File: config.mk
export PLATFORM = sky130hd
export DESIGN_NAME = i2s_rxram_frame_seq
export DESIGN_NICKNAME = d
export VERILOG_FILES = /design/src/rtl/i2s_rxram_frame_seq.sv
export SDC_FILE = /design/constraint.sdc
export NUM_CORES = 1
export LEC_CHECK = 0
export ABC_AREA = 1
export CAP_MARGIN = 10
export CORE_MARGIN = 2
export CORE_UTILIZATION = 40
export DETAILED_ROUTE_END_ITERATION = 7
export PLACE_DENSITY_LB_ADDON = 0.05
export SYNTH_ARGS = -nofsm -noshare
export SYNTH_HDL_FRONTEND = slang
export SYNTH_SLANG_ARGS = --single-unit
File: constraint.sdc
create_clock -name WBs_CLK_i -period 1.8 [get_ports WBs_CLK_i]
set_input_delay 0.18 -clock WBs_CLK_i [delete_from_list [all_inputs] [get_ports WBs_CLK_i]]
set_output_delay 0.18 -clock WBs_CLK_i [all_outputs]
set_load 0.03 [all_outputs]
File: src/rtl/i2s_rxram_frame_seq.sv
// i2s_rxram_frame_seq: streams one frame from the Rx ping-pong RAM bank to the decimating
// filter engine and writes the engine results back into the same bank; yields to Wishbone.
module i2s_rxram_frame_seq #(
   parameter int FRAME_LEN = 512,
   parameter int DEC_RATIO = 4,
   parameter int RES_BASE  = 512
) (
   input  logic        WBs_CLK_i,
   input  logic        WBs_RST_n_i,
   input  logic        f_start_i,
   input  logic        wb_mast_sel_i,
   input  logic        clr_status_i,
   output logic [9:0]  ram_raddr_o,
   input  logic [15:0] ram_rd_data_i,
   output logic [9:0]  ram_waddr_o,
   output logic [15:0] ram_wr_data_o,
   output logic        ram_wr_en_o,
   output logic        smp_valid_o,
   output logic [15:0] smp_data_o,
   output logic        smp_last_o,
   input  logic        smp_ready_i,
   input  logic        res_valid_i,
   input  logic [15:0] res_data_i,
   output logic        res_ready_o,
   output logic        busy_o,
   output logic        done_o,
   output logic        overrun_o,
   output logic        abort_o,
   output logic [7:0]  ovr_cnt_o
);
   localparam logic [10:0] FRAME_N = 11'(FRAME_LEN);
   localparam logic [10:0] RES_N   = 11'(FRAME_LEN / DEC_RATIO);
   localparam logic [9:0]  LAST    = 10'(FRAME_LEN - 1);
   localparam logic [9:0]  BASE    = 10'(RES_BASE);

   typedef enum logic [2:0] {IDLE, RD_ADDR, RD_WAIT, SEND, DRAIN} state_t;

   state_t      state_q, state_d;
   logic [9:0]  rd_cnt_q, rd_cnt_d;
   logic [10:0] smp_cnt_q, smp_cnt_d, wr_cnt_q, wr_cnt_d;
   logic [15:0] smp_data_q, smp_data_d, wdata_q, wdata_d;
   logic [9:0]  waddr_q, waddr_d;
   logic        smp_valid_q, smp_valid_d, smp_last_q, smp_last_d;
   logic        wen_q, wen_d, done_q, done_d, ovr_q, ovr_d, abort_q, abort_d;
   logic [7:0]  ovr_cnt_q, ovr_cnt_d;
   logic        busy, res_rdy, res_hs, abort_ev, ovr_ev;

   always_ff @(posedge WBs_CLK_i or negedge WBs_RST_n_i) begin
      if (!WBs_RST_n_i) begin
         state_q     <= IDLE;
         rd_cnt_q    <= '0;
         smp_cnt_q   <= '0;
         wr_cnt_q    <= '0;
         smp_data_q  <= '0;
         smp_valid_q <= 1'b0;
         smp_last_q  <= 1'b0;
         waddr_q     <= '0;
         wdata_q     <= '0;
         wen_q       <= 1'b0;
         done_q      <= 1'b0;
         ovr_q       <= 1'b0;
         abort_q     <= 1'b0;
         ovr_cnt_q   <= '0;
      end else begin
         state_q     <= state_d;
         rd_cnt_q    <= rd_cnt_d;
         smp_cnt_q   <= smp_cnt_d;
         wr_cnt_q    <= wr_cnt_d;
         smp_data_q  <= smp_data_d;
         smp_valid_q <= smp_valid_d;
         smp_last_q  <= smp_last_d;
         waddr_q     <= waddr_d;
         wdata_q     <= wdata_d;
         wen_q       <= wen_d;
         done_q      <= done_d;
         ovr_q       <= ovr_d;
         abort_q     <= abort_d;
         ovr_cnt_q   <= ovr_cnt_d;
      end
   end

   always_comb begin
      busy        = state_q != IDLE;
      res_rdy     = busy && wr_cnt_q < RES_N;
      res_hs      = res_valid_i && res_rdy;
      abort_ev    = busy && wb_mast_sel_i;
      ovr_ev      = f_start_i && (busy || wb_mast_sel_i);
      state_d     = state_q;
      rd_cnt_d    = rd_cnt_q;
      smp_cnt_d   = smp_cnt_q;
      wr_cnt_d    = res_hs ? wr_cnt_q + 11'd1 : wr_cnt_q;
      smp_data_d  = smp_data_q;
      smp_valid_d = smp_valid_q;
      smp_last_d  = smp_last_q;
      wen_d       = res_hs;
      waddr_d     = res_hs ? BASE + wr_cnt_q[9:0] : waddr_q;
      wdata_d     = res_hs ? res_data_i : wdata_q;
      done_d      = 1'b0;
      case (state_q)
         IDLE: if (f_start_i && !wb_mast_sel_i) begin
            state_d   = RD_ADDR;
            rd_cnt_d  = '0;
            smp_cnt_d = '0;
            wr_cnt_d  = '0;
         end
         RD_ADDR: state_d = RD_WAIT;
         RD_WAIT: begin
            smp_data_d  = ram_rd_data_i;
            smp_valid_d = 1'b1;
            smp_last_d  = rd_cnt_q == LAST;
            state_d     = SEND;
         end
         SEND: if (smp_ready_i) begin
            smp_valid_d = 1'b0;
            smp_last_d  = 1'b0;
            rd_cnt_d    = rd_cnt_q + 10'd1;
            smp_cnt_d   = smp_cnt_q + 11'd1;
            state_d     = (smp_cnt_q + 11'd1 < FRAME_N) ? RD_ADDR : DRAIN;
         end
         DRAIN: if (wr_cnt_q == RES_N) begin
            done_d  = 1'b1;
            state_d = IDLE;
         end
         default: state_d = IDLE;
      endcase
      // Wishbone takeover wins over everything, including a result captured this cycle
      if (abort_ev) begin
         state_d     = IDLE;
         smp_valid_d = 1'b0;
         smp_last_d  = 1'b0;
         wen_d       = 1'b0;
         done_d      = 1'b0;
      end
      ovr_d     = ovr_ev || (ovr_q && !clr_status_i);
      abort_d   = abort_ev || (abort_q && !clr_status_i);
      ovr_cnt_d = clr_status_i ? {7'd0, ovr_ev} :
                  (ovr_ev && ovr_cnt_q != 8'hFF) ? ovr_cnt_q + 8'd1 : ovr_cnt_q;
   end

   assign ram_raddr_o   = rd_cnt_q;
   assign ram_waddr_o   = waddr_q;
   assign ram_wr_data_o = wdata_q;
   assign ram_wr_en_o   = wen_q;
   assign smp_valid_o   = smp_valid_q;
   assign smp_data_o    = smp_data_q;
   assign smp_last_o    = smp_last_q;
   assign res_ready_o   = res_rdy;
   assign busy_o        = busy;
   assign done_o        = done_q;
   assign overrun_o     = ovr_q;
   assign abort_o       = abort_q;
   assign ovr_cnt_o     = ovr_cnt_q;
endmodule

==> reports/qor.yml, run 1 <==
run:
  maxCapViolations: 0
routing:
  wl_per_cell_um: 12.6
  drt-initial-drc-count: 222
  drt_wl_total_um: 9620
  drc: 0
  via_per_inst: 4.72
  vias: 3592
  drt_first_pass_iters: 4
  postRouteAntennaNets: 0
timing:
  finalCritPeriodShare: 0.960
  slew_viol_final: 0
  fmax_mhz: 579
  min_period_ps: 1730
  skew_ps: 11.8
  rsz0062_at_grt: "false"
  maxSlewHeadroom: 0.669
  final_hold_viol_count: 0
  worst_pin_slew_ps: 497
  fin_tns_setup_ps: 0
  final-setup-viol-count: 0
synthesis:
  synth_seq_cells: 91
  ys_types: 36
  synth_edf_count: 0
  syn_nets: 548
  netlist_area_sq_mm: 0.00421
  async_flop_share: 1.00
  synth-seq-area-share: 0.541
  syn_area_per_cell_sq_um: 8.35
  synth_cells: 504
  yosys_warnings: 0
  synth_flop_cell: "dfrtp_1"
worst_hold_path:
  hold_path_class: "input pin to register"
power:
  seqPwrFrac: 0.373
  swShare: 0.418
  p_int_mw: 4.58
  power.leakage_nw: 2.77
  pwr-share-clk: 0.163
  power.density_mw_per_mm2: 1390
  ir_drop_uv: 651
  pwr-share-comb: 0.464
  p_switching_mw: 3.29
critical_path:
  start_kind: "register"
  endpoint_kind: "output pin"
  crit_type: "register to output pin"
  critical_path_peak_fanout: 7
  critPathSlowestCell: "clkdlybuf4s50_1"
  crit_family: "buffers and inverters"
  arrival_ps: 1550
  max_stage_delay_ps: 720
  path_cells: "clkdlybuf4s50_1"
  cp_data_required_time_ps: 1620
  crit_buf_inv: 1
grt:
  grt_antenna_before_repair: 0
  grt_pass1_wl_um: 16300
  grt_pass1_vias: 3389
  grt_overflow: 0
  grt_start_max_net_pins: 92
  globalRouteTotalUtil: 0.180
clock_network:
  clkTransAtPathRegs_ps: 90
  cts_tree: "done"
  cts_htree_levels: 3
  cts_buffer_depth: 2
  clkSinkCount: 91
  root_buffer: "clkbuf_8"
  numCtsBuffers: 9
  clk_latency_ps: 360
final_layout:
  diodes: 0
  area_delta_synth_final_pct: 34.1
  layout.nets: 665
  drive_gt1_frac: 0.0784
  design_area_sq_mm: 0.00565
floorplan:
  num_rows: 37
  pin_count: 107
  die_x_um: 107
  start_util: 0.410
  core_sq_mm: 0.0103
  fp.dieH_um: 107
  die_area_sq_mm: 0.0114
placed_design:
  hpwl_um: 6780
  place.gp.congestion: 0.834
  io_buffers: 106
  dpl_cell_area_sq_mm: 0.00546
status:
  status: "completed"
[per-layer routing]
metal,part of all wire,wire length [um],global-route usage
met5,0,0,0
met4,0.014,138,0.0751
met3,0.044,419,0.0322
met2,0.44,4250,0.273
met1,0.50,4810,0.256
[kinds of logic (layout without fill, tap and decap cells)]
family / after synthesis / in the layout / share of synthesized area
AO/OA/AOI/OAI: 41 / 41 / 0.0544
XOR/XNOR: 9 / 9 / 0.0187
flip-flops: 91 / 91 / 0.541
adder cells (fa/ha/maj): 5 / 5 / 0.0149
buffers and inverters: 56 / 177 / 0.0597
AND/OR/NAND/NOR: 302 / 302 / 0.311
[placed cells by master, fill, tap and decap left out, types with 2 or more instances in the layout]
| cell | synthesis | layout |
|---|---|---|
| nor2_1 | 38 | 38 |
| o22ai_1 | 2 | 2 |
| nor3_1 | 8 | 8 |
| ha_1 | 5 | 5 |
| buf_12 | 0 | 2 |
| a21oi_1 | 15 | 15 |
| or2_2 | 3 | 3 |
| inv_1 | 39 | 39 |
| inv_2 | 4 | 3 |
| dfrtp_1 | 91 | 91 |
| o21bai_1 | 2 | 2 |
| and3_1 | 3 | 3 |
| clkinv_2 | 1 | 3 |
| nor2_4 | 4 | 4 |
| nand2_2 | 3 | 3 |
| nand3_1 | 27 | 27 |
| nor4_1 | 2 | 2 |
| nand4_1 | 11 | 11 |
| buf_4 | 1 | 10 |
| xor2_1 | 8 | 8 |
| nor2_2 | 2 | 2 |
| o21ai_0 | 17 | 17 |
| clkbuf_8 | 0 | 12 |
| clkdlybuf4s50_1 | 0 | 103 |
| nand2_1 | 197 | 197 |
[stage by stage]
step / instances / util / setup slack (ps) / total power, mW / hold slack (ps)
after floorplan: 504 / - / 212 / 5.21 / -116
after global placement: 745 / 0.531 / 101 / 6.63 / 265
after detailed placement: 745 / 0.531 / 92.3 / 6.69 / 274
after CTS: 761 / 0.550 / 21.8 / 7.98 / 341
after global routing: 761 / 0.549 / 4.71 / 8.42 / 353
final: 761 / 0.549 / 72.1 / 7.87 / 355
[final timing paths]
kind                           startpoint                end  slack [ps]  depth (start not counted)
max                        ram_raddr_o[0]     ram_raddr_o[0]          70                          1
min                        res_data_i[12]  ram_wr_data_o[12]         350                          3
max reg2reg                    state_q[2]     ram_raddr_o[3]         180                          8
min reg2reg                ram_waddr_o[7]     ram_waddr_o[7]         470                          2
max in group asynchronous     WBs_RST_n_i      smp_data_o[9]        1000                          3
min in group asynchronous     WBs_RST_n_i  ram_wr_data_o[13]         380                          3
[state kept, by name, summed over array words and instances (netlist names), 3 cells and up]
signal,cells
ovr_cnt_o,8
ram_raddr_o,10
state_q,3
wr_cnt_q,11
smp_data_o,16
ram_wr_data_o,16
ram_waddr_o,10
smp_cnt_q,11
[Yosys cell counts, drive strengths merged, types with 3 or more instances]
master / count / area share
dfrtp: 91 / 0.54
nor2: 45 / 0.052
a21oi: 15 / 0.018
nand2: 202 / 0.19
nand4: 11 / 0.016
ha: 5 / 0.015
buf: 11 / 0.019
or2: 3 / 0.0045
inv: 43 / 0.038
nand3: 27 / 0.032
nor3: 8 / 0.0095
o21ai: 18 / 0.022
xor2: 8 / 0.017
and3: 3 / 0.0045
[what timing repair did]
item | 4_1_cts | 5_1_grt
hold buffers | 1 | 0
endpoints found under the hold margin | 91 | 0
setup buffers | 0 | 0
gates resized for setup | 2 | 4
endpoints found under the setup margin | 2 | 2
[layout make-up]
| cell class | instances | area (sq um) |
|---|---|---|
| fill | 1000 | 4630 |
| sequential | 91 | 2280 |
| multi-input combinational | 357 | 1680 |
| timing repair buffer | 118 | 1170 |
| tap | 136 | 170 |
| clock buffer | 13 | 169 |
| inverter | 44 | 169 |
| clock inverter | 2 | 10.0 |
[power by group through the flow]
stage / Clock (mW) / Sequential, mW / Combinational [mW]
6_report: 1.28 / 2.93 / 3.65
5_1_grt: 1.43 / 3.01 / 3.97
4_1_cts: 1.34 / 2.94 / 3.70
3_5_place_dp: 0 / 2.98 / 3.71
3_3_place_gp: 0 / 2.96 / 3.67
2_1_floorplan: 0 / 3.82 / 1.39
Note: power is estimated with default switching activity, not from simulation.
==> inputs of run 2 (changes only) <==
--- a/config.mk
+++ b/config.mk
@@ -9,3 +9,3 @@
 export CAP_MARGIN = 10
-export CORE_MARGIN = 2
+export CORE_MARGIN = 5
 export CORE_UTILIZATION = 40
==> constraint.sdc (replaced) <==
create_clock -name WBs_CLK_i -period 1.85 [get_ports WBs_CLK_i]
set_input_delay 0.2775 -clock WBs_CLK_i [delete_from_list [all_inputs] [get_ports WBs_CLK_i]]
set_output_delay 0.2775 -clock WBs_CLK_i [all_outputs]
set_load 0.03 [all_outputs]
==> reports/qor.yml, run 2 (synthesis results as in run 1) <==
power:
  power.density_mw_per_mm2: 1360
  power.leakage_nw: 2.87
  ir_drop_uv: 732
routing:
  via_per_inst: 4.70
  vias: 3603
  postRouteAntennaNets: 0
  wl_per_cell_um: 13.3
  drt_wl_total_um: 10200
  drt_first_pass_iters: 4
  drc: 0
  drt-initial-drc-count: 134
floorplan:
  num_rows: 37
  fp.dieH_um: 113
  die_x_um: 113
  die_area_sq_mm: 0.0127
  core_sq_mm: 0.0103
  pin_count: 107
  start_util: 0.410
placed_design:
  hpwl_um: 7490
  place.gp.congestion: 0.890
  io_buffers: 106
  pre_cts_slack_ps: 121
  dpl_cell_area_sq_mm: 0.00547
final_layout:
  diodes: 0
  final_util: 0.553
  design_area_sq_mm: 0.00568
  layout_commonest_cell: "nand2_1"
  area_delta_synth_final_pct: 35.0
  drive_gt1_frac: 0.0810
  layout.nets: 669
  final_cell_mix: "nand2_1 (197), clkdlybuf4s50_1 (98), dfrtp_1 (91), inv_1 (39), nor2_1 (38)"
timing:
  final_hold_viol_count: 0
  holdWs_ps: 332
  fmax_mhz: 562
  final-setup-viol-count: 0
  min_period_ps: 1780
  slew_viol_final: 0
  maxSlewHeadroom: 0.759
  worst_pin_slew_ps: 360
  finalCritPeriodShare: 0.961
  fin_ws_ps: 71.6
  rsz0062_at_grt: "false"
  skew_ps: 4.87
  fin_tns_setup_ps: 0
grt:
  grt_antenna_before_repair: 0
  grt_pass1_wl_um: 17300
  grt_pass1_vias: 3549
  grt_overflow: 0
  globalRouteTotalUtil: 0.167
  grt_start_max_net_pins: 40
critical_path:
  crit_family: "buffers and inverters"
  r2r_start: "state_q[2]"
  r2r-end: "ram_raddr_o[3]"
  crit_start: "ovr_cnt_o[0]"
  max_stage_delay_ps: 710
  critPathSlowestCell: "clkdlybuf4s50_1"
  endpoint_kind: "output pin"
  crit_type: "register to output pin"
  critical_path_peak_fanout: 5
  path_cells: "clkdlybuf4s50_1"
  cp_data_required_time_ps: 1570
  crit_buf_inv: 1
  r2r_slack_ps: 210
  start_kind: "register"
  r2r_cells: 8
  arrival_ps: 1500
run:
  maxCapViolations: 0
clock_network:
  cts_tree: "done"
  cts_htree_levels: 3
  root_buffer: "clkbuf_8"
  numCtsBuffers: 9
  clkTransAtPathRegs_ps: 80
  cts_buffer_depth: 2
  clk_latency_ps: 350
  clkSinkCount: 91
status:
  status: "completed"
worst_hold_path:
  hold_path_class: "input pin to asynchronous set/reset pin"
## run 2: cell types whose count changed in the layout (fill, tap and decap cells not counted), sizes merged
cell / before / now
clkdlybuf4s50: 103 / 98
buf: 12 / 17
dlymetal6s2s: 0 / 5
clkinv: 3 / 2
bufinv: 0 / 1
## run 2: how the worst max path moves through the flow
| stage | depth (start not counted) | slack, ps | to |
|---|---|---|---|
| after floorplan | 7 | 260 | ram_raddr_o[8] |
| after global placement | 6 | 150 | res_ready_o |
| after detailed placement | 8 | 120 | ram_raddr_o[3] |
| after CTS | 1 | 6 | ram_raddr_o[0] |
| after global routing | 1 | 1 | ovr_cnt_o[5] |
| final | 1 | 70 | ovr_cnt_o[0] |
## run 2: what timing repair did
action	4_1_cts	5_1_grt
endpoints found under the hold margin	16	0
hold buffers	1	0
pin swaps	0	1
gates resized for setup	4	7
setup buffers	0	1
endpoints found under the setup margin	2	6
## run 2: layout make-up
type	count	area, sq um
fill	987	4590
sequential	91	2280
multi-input combinational	357	1680
timing repair buffer	122	1200
tap	136	170
inverter	44	166
clock buffer	14	153
clock inverter	2	35.0
## run 2: per-layer routing
| metal | vias up | GRT usage | part of all wire |
|---|---|---|---|
| met4 | 0 | 0.0521 | 0.011 |
| met3 | 6 | 0.0437 | 0.057 |
| met2 | 83 | 0.255 | 0.46 |
| met5 | - | 0 | 0 |
| met1 | 1681 | 0.232 | 0.48 |
| li1 | 1833 | - | - |
## run 2: stage by stage
step / total power [mW] / std cells
3_3_place_gp: 6.47 / 748
3_5_place_dp: 6.52 / 748
2_1_floorplan: 5.07 / 504
6_report: 7.74 / 766
4_1_cts: 7.85 / 765
5_1_grt: 8.27 / 766
## run 2: report_power, final
group / leakage [nW] / switching (mW) / internal [mW]
Sequential: 1.19 / 0.344 / 2.51
Clock: 0.0947 / 0.657 / 0.663
Combinational: 1.59 / 2.20 / 1.36
Total: 2.87 / 3.20 / 4.53
==> inputs of run 3 (changes only) <==
Settings changed: ABC_AREA 1 to unset, CORE_UTILIZATION 40 to 30, PLACE_DENSITY set to 0.65, PLACE_DENSITY_LB_ADDON 0.05 to unset.
==> reports/qor.yml, run 3 <==
status:
  status: "finished, violations left"
  violations: "negative setup slack"
synthesis:
  yosys.area_share.adder: 0.0157
  synthXorXnorAreaFrac: 0.0439
  synth_simple_gate_area_share: 0.153
  syn_area_per_cell_sq_um: 11.6
  syn_nets: 389
  yosys_warnings: 0
  synthTopCellsByArea: "dfrtp_1 (57%), mux2_2 (10%), nor2_1 (3.0%)"
  netlist_area_sq_mm: 0.00399
  yosysTopAreaCell: "dfrtp_1"
  synth_edf_count: 0
  ys_types: 46
  synth_mux_area_frac: 0.114
  yosysMostFrequentCell: "dfrtp_1"
  synth-seq-area-share: 0.571
  synth_top_family_by_area: "simple AND/OR/NAND/NOR gates"
  synth_cells: 345
  yosys-top-cells-count: "dfrtp_1 (91), mux2_2 (37), nor2_1 (32)"
  synth_flop_cell: "dfrtp_1"
  synth_compound_area_frac: 0.0787
  yosys.area.top_type_share: 0.571
  async_flop_share: 1.00
  synth_seq_cells: 91
placed_design:
  dpl_cell_area_sq_mm: 0.00546
  io_buffers: 106
  place.gp.congestion: 0.849
  hpwl_um: 7240
final_layout:
  final_cell_mix: "clkdlybuf4s50_1 (102), dfrtp_1 (89), mux2_2 (37), buf_4 (33), nor2_1 (31)"
  final_util: 0.446
  multi_input_area_sq_mm: 0.00165
  regArea_sq_mm: 0.00228
  layout.nets: 525
  diodes: 0
  layout_commonest_cell: "clkdlybuf4s50_1"
  design_area_sq_mm: 0.00586
  fillers: 1260
  area_delta_synth_final_pct: 46.9
  drive_gt1_frac: 0.202
power:
  finalPower_mw: 6.32
  power.leakage_nw: 2.53
  power.density_mw_per_mm2: 1080
  ir_drop_uv: 634
clock_network:
  cts_htree_levels: 3
  root_buffer: "clkbuf_16"
  cts_buffer_depth: 2
  clk_latency_ps: 340
  cts_tree: "done"
  clkTransAtPathRegs_ps: 60
  clkSinkCount: 91
  numCtsBuffers: 9
grt:
  grt_antenna_before_repair: 0
  grt_overflow: 0
  globalRouteTotalUtil: 0.131
  grt_pass1_vias: 3319
  grt_start_max_net_pins: 44
  grt_pass1_wl_um: 16800
timing:
  final-setup-viol-count: 24
  rsz0062_at_grt: "true"
  final_hold_viol_count: 0
  finalCritPeriodShare: 1.07
  slew_viol_final: 0
  min_period_ps: 1980
  fin_ws_ps: -132
  skew_ps: 3.03
  maxSlewHeadroom: 0.731
  fmax_mhz: 505
  worst_pin_slew_ps: 393
critical_path:
  crit_start: "wr_cnt_q[7]"
  crit_type: "register to register"
  cp_data_required_time_ps: 2120
  critical_path_peak_fanout: 3
  r2r_start: "wr_cnt_q[7]"
  start_kind: "register"
  r2r_cells: 4
  arrival_ps: 2250
  endpoint_kind: "register"
floorplan:
  die_x_um: 125
  pin_count: 107
  start_util: 0.304
  num_rows: 42
  die_area_sq_mm: 0.0157
  core_sq_mm: 0.0131
  fp.dieH_um: 125
routing:
  drt_first_pass_iters: 4
  vias: 3158
  drt_wl_total_um: 9790
  drt-initial-drc-count: 110
  via_per_inst: 4.77
  postRouteAntennaNets: 0
  wl_per_cell_um: 14.8
  drc: 0
worst_hold_path:
  hold_path_class: "input pin to asynchronous set/reset pin"
run:
  maxCapViolations: 0
## run 3: cell types whose count changed after synthesis, moves of 9 or more
cell	before	now
inv_1	39	9
nand3_1	27	6
nand2_1	197	25
clkbuf_1	1	11
and2_1	0	10
mux2_2	0	37
xnor2_1	1	10
## run 3: area by class of cell
class,instances,share of cell area
clock inverters,5,0.0143
clock buffers,11,0.0431
repair buffers,140,0.229
well taps,176,0.0376
inverters,9,0.00576
flip-flops and latches,91,0.389
multi-input cells,230,0.281
## run 3: path summary, 6_finish.rpt
check / endpoint / slack, ps
hold reg to reg: ram_waddr_o[9] / 470
min in group WBs_CLK_i: ram_waddr_o[9] / 470
setup reg to reg: wr_cnt_q[6] / -130
hold / removal: ovr_cnt_o[1] / 370
setup / recovery: wr_cnt_q[6] / -130
max in group asynchronous: ram_raddr_o[7] / 950
## run 3: where the power goes
part           internal [mW]  switching [mW]  leakage [nW]
sequential              2.29           0.186          1.17
combinational          0.844           0.970          1.20
clock                   1.26           0.771         0.158
## run 3: logic make-up after synthesis
family / count (synthesis)
adders and majority gates: 5
muxes: 41
buffers and inverters: 24
AOI/OAI and AO/OA: 46
xor gates and xnor gates: 20
and+or+nand+nor: 118
DFF: 91
## run 3: repair_timing
item | CTS | global route
buffers inserted | 2 | 0
gates cloned | 0 | 0
pin swaps | 2 | 3
endpoints found under the setup margin | 31 | 36
hold buffers | 1 | 0
endpoints found under the hold margin | 18 | 0
resized for setup | 9 | 5
## run 3: worst max-delay path, stage by stage, from the launching register on
cell	delay [ps]
dfrtp_1	400
or4_4	540
or3b_4	410
or4_1	410
a21oi_1	150
## run 3: per-stage QoR
step | setup WS [ps] | TNS [ps] | instances | hold WS, ps
finish | -132 | -1700 | 662 | 367
global route | -178 | -3430 | 662 | 384
CTS | -127 | -1820 | 662 | 355
detailed placement | -175 | -2980 | 643 | 192
global placement | -144 | -2150 | 643 | 189
floorplan | -169 | -2900 | 345 | -18.1
## run 3: metal layers
layer	part of all wire	up-vias	GRT usage
li1	-	1510	-
met1	0.45	1537	0.166
met2	0.46	97	0.201
met3	0.074	14	0.0507
met4	0.022	0	0.0561
met5	0	-	0
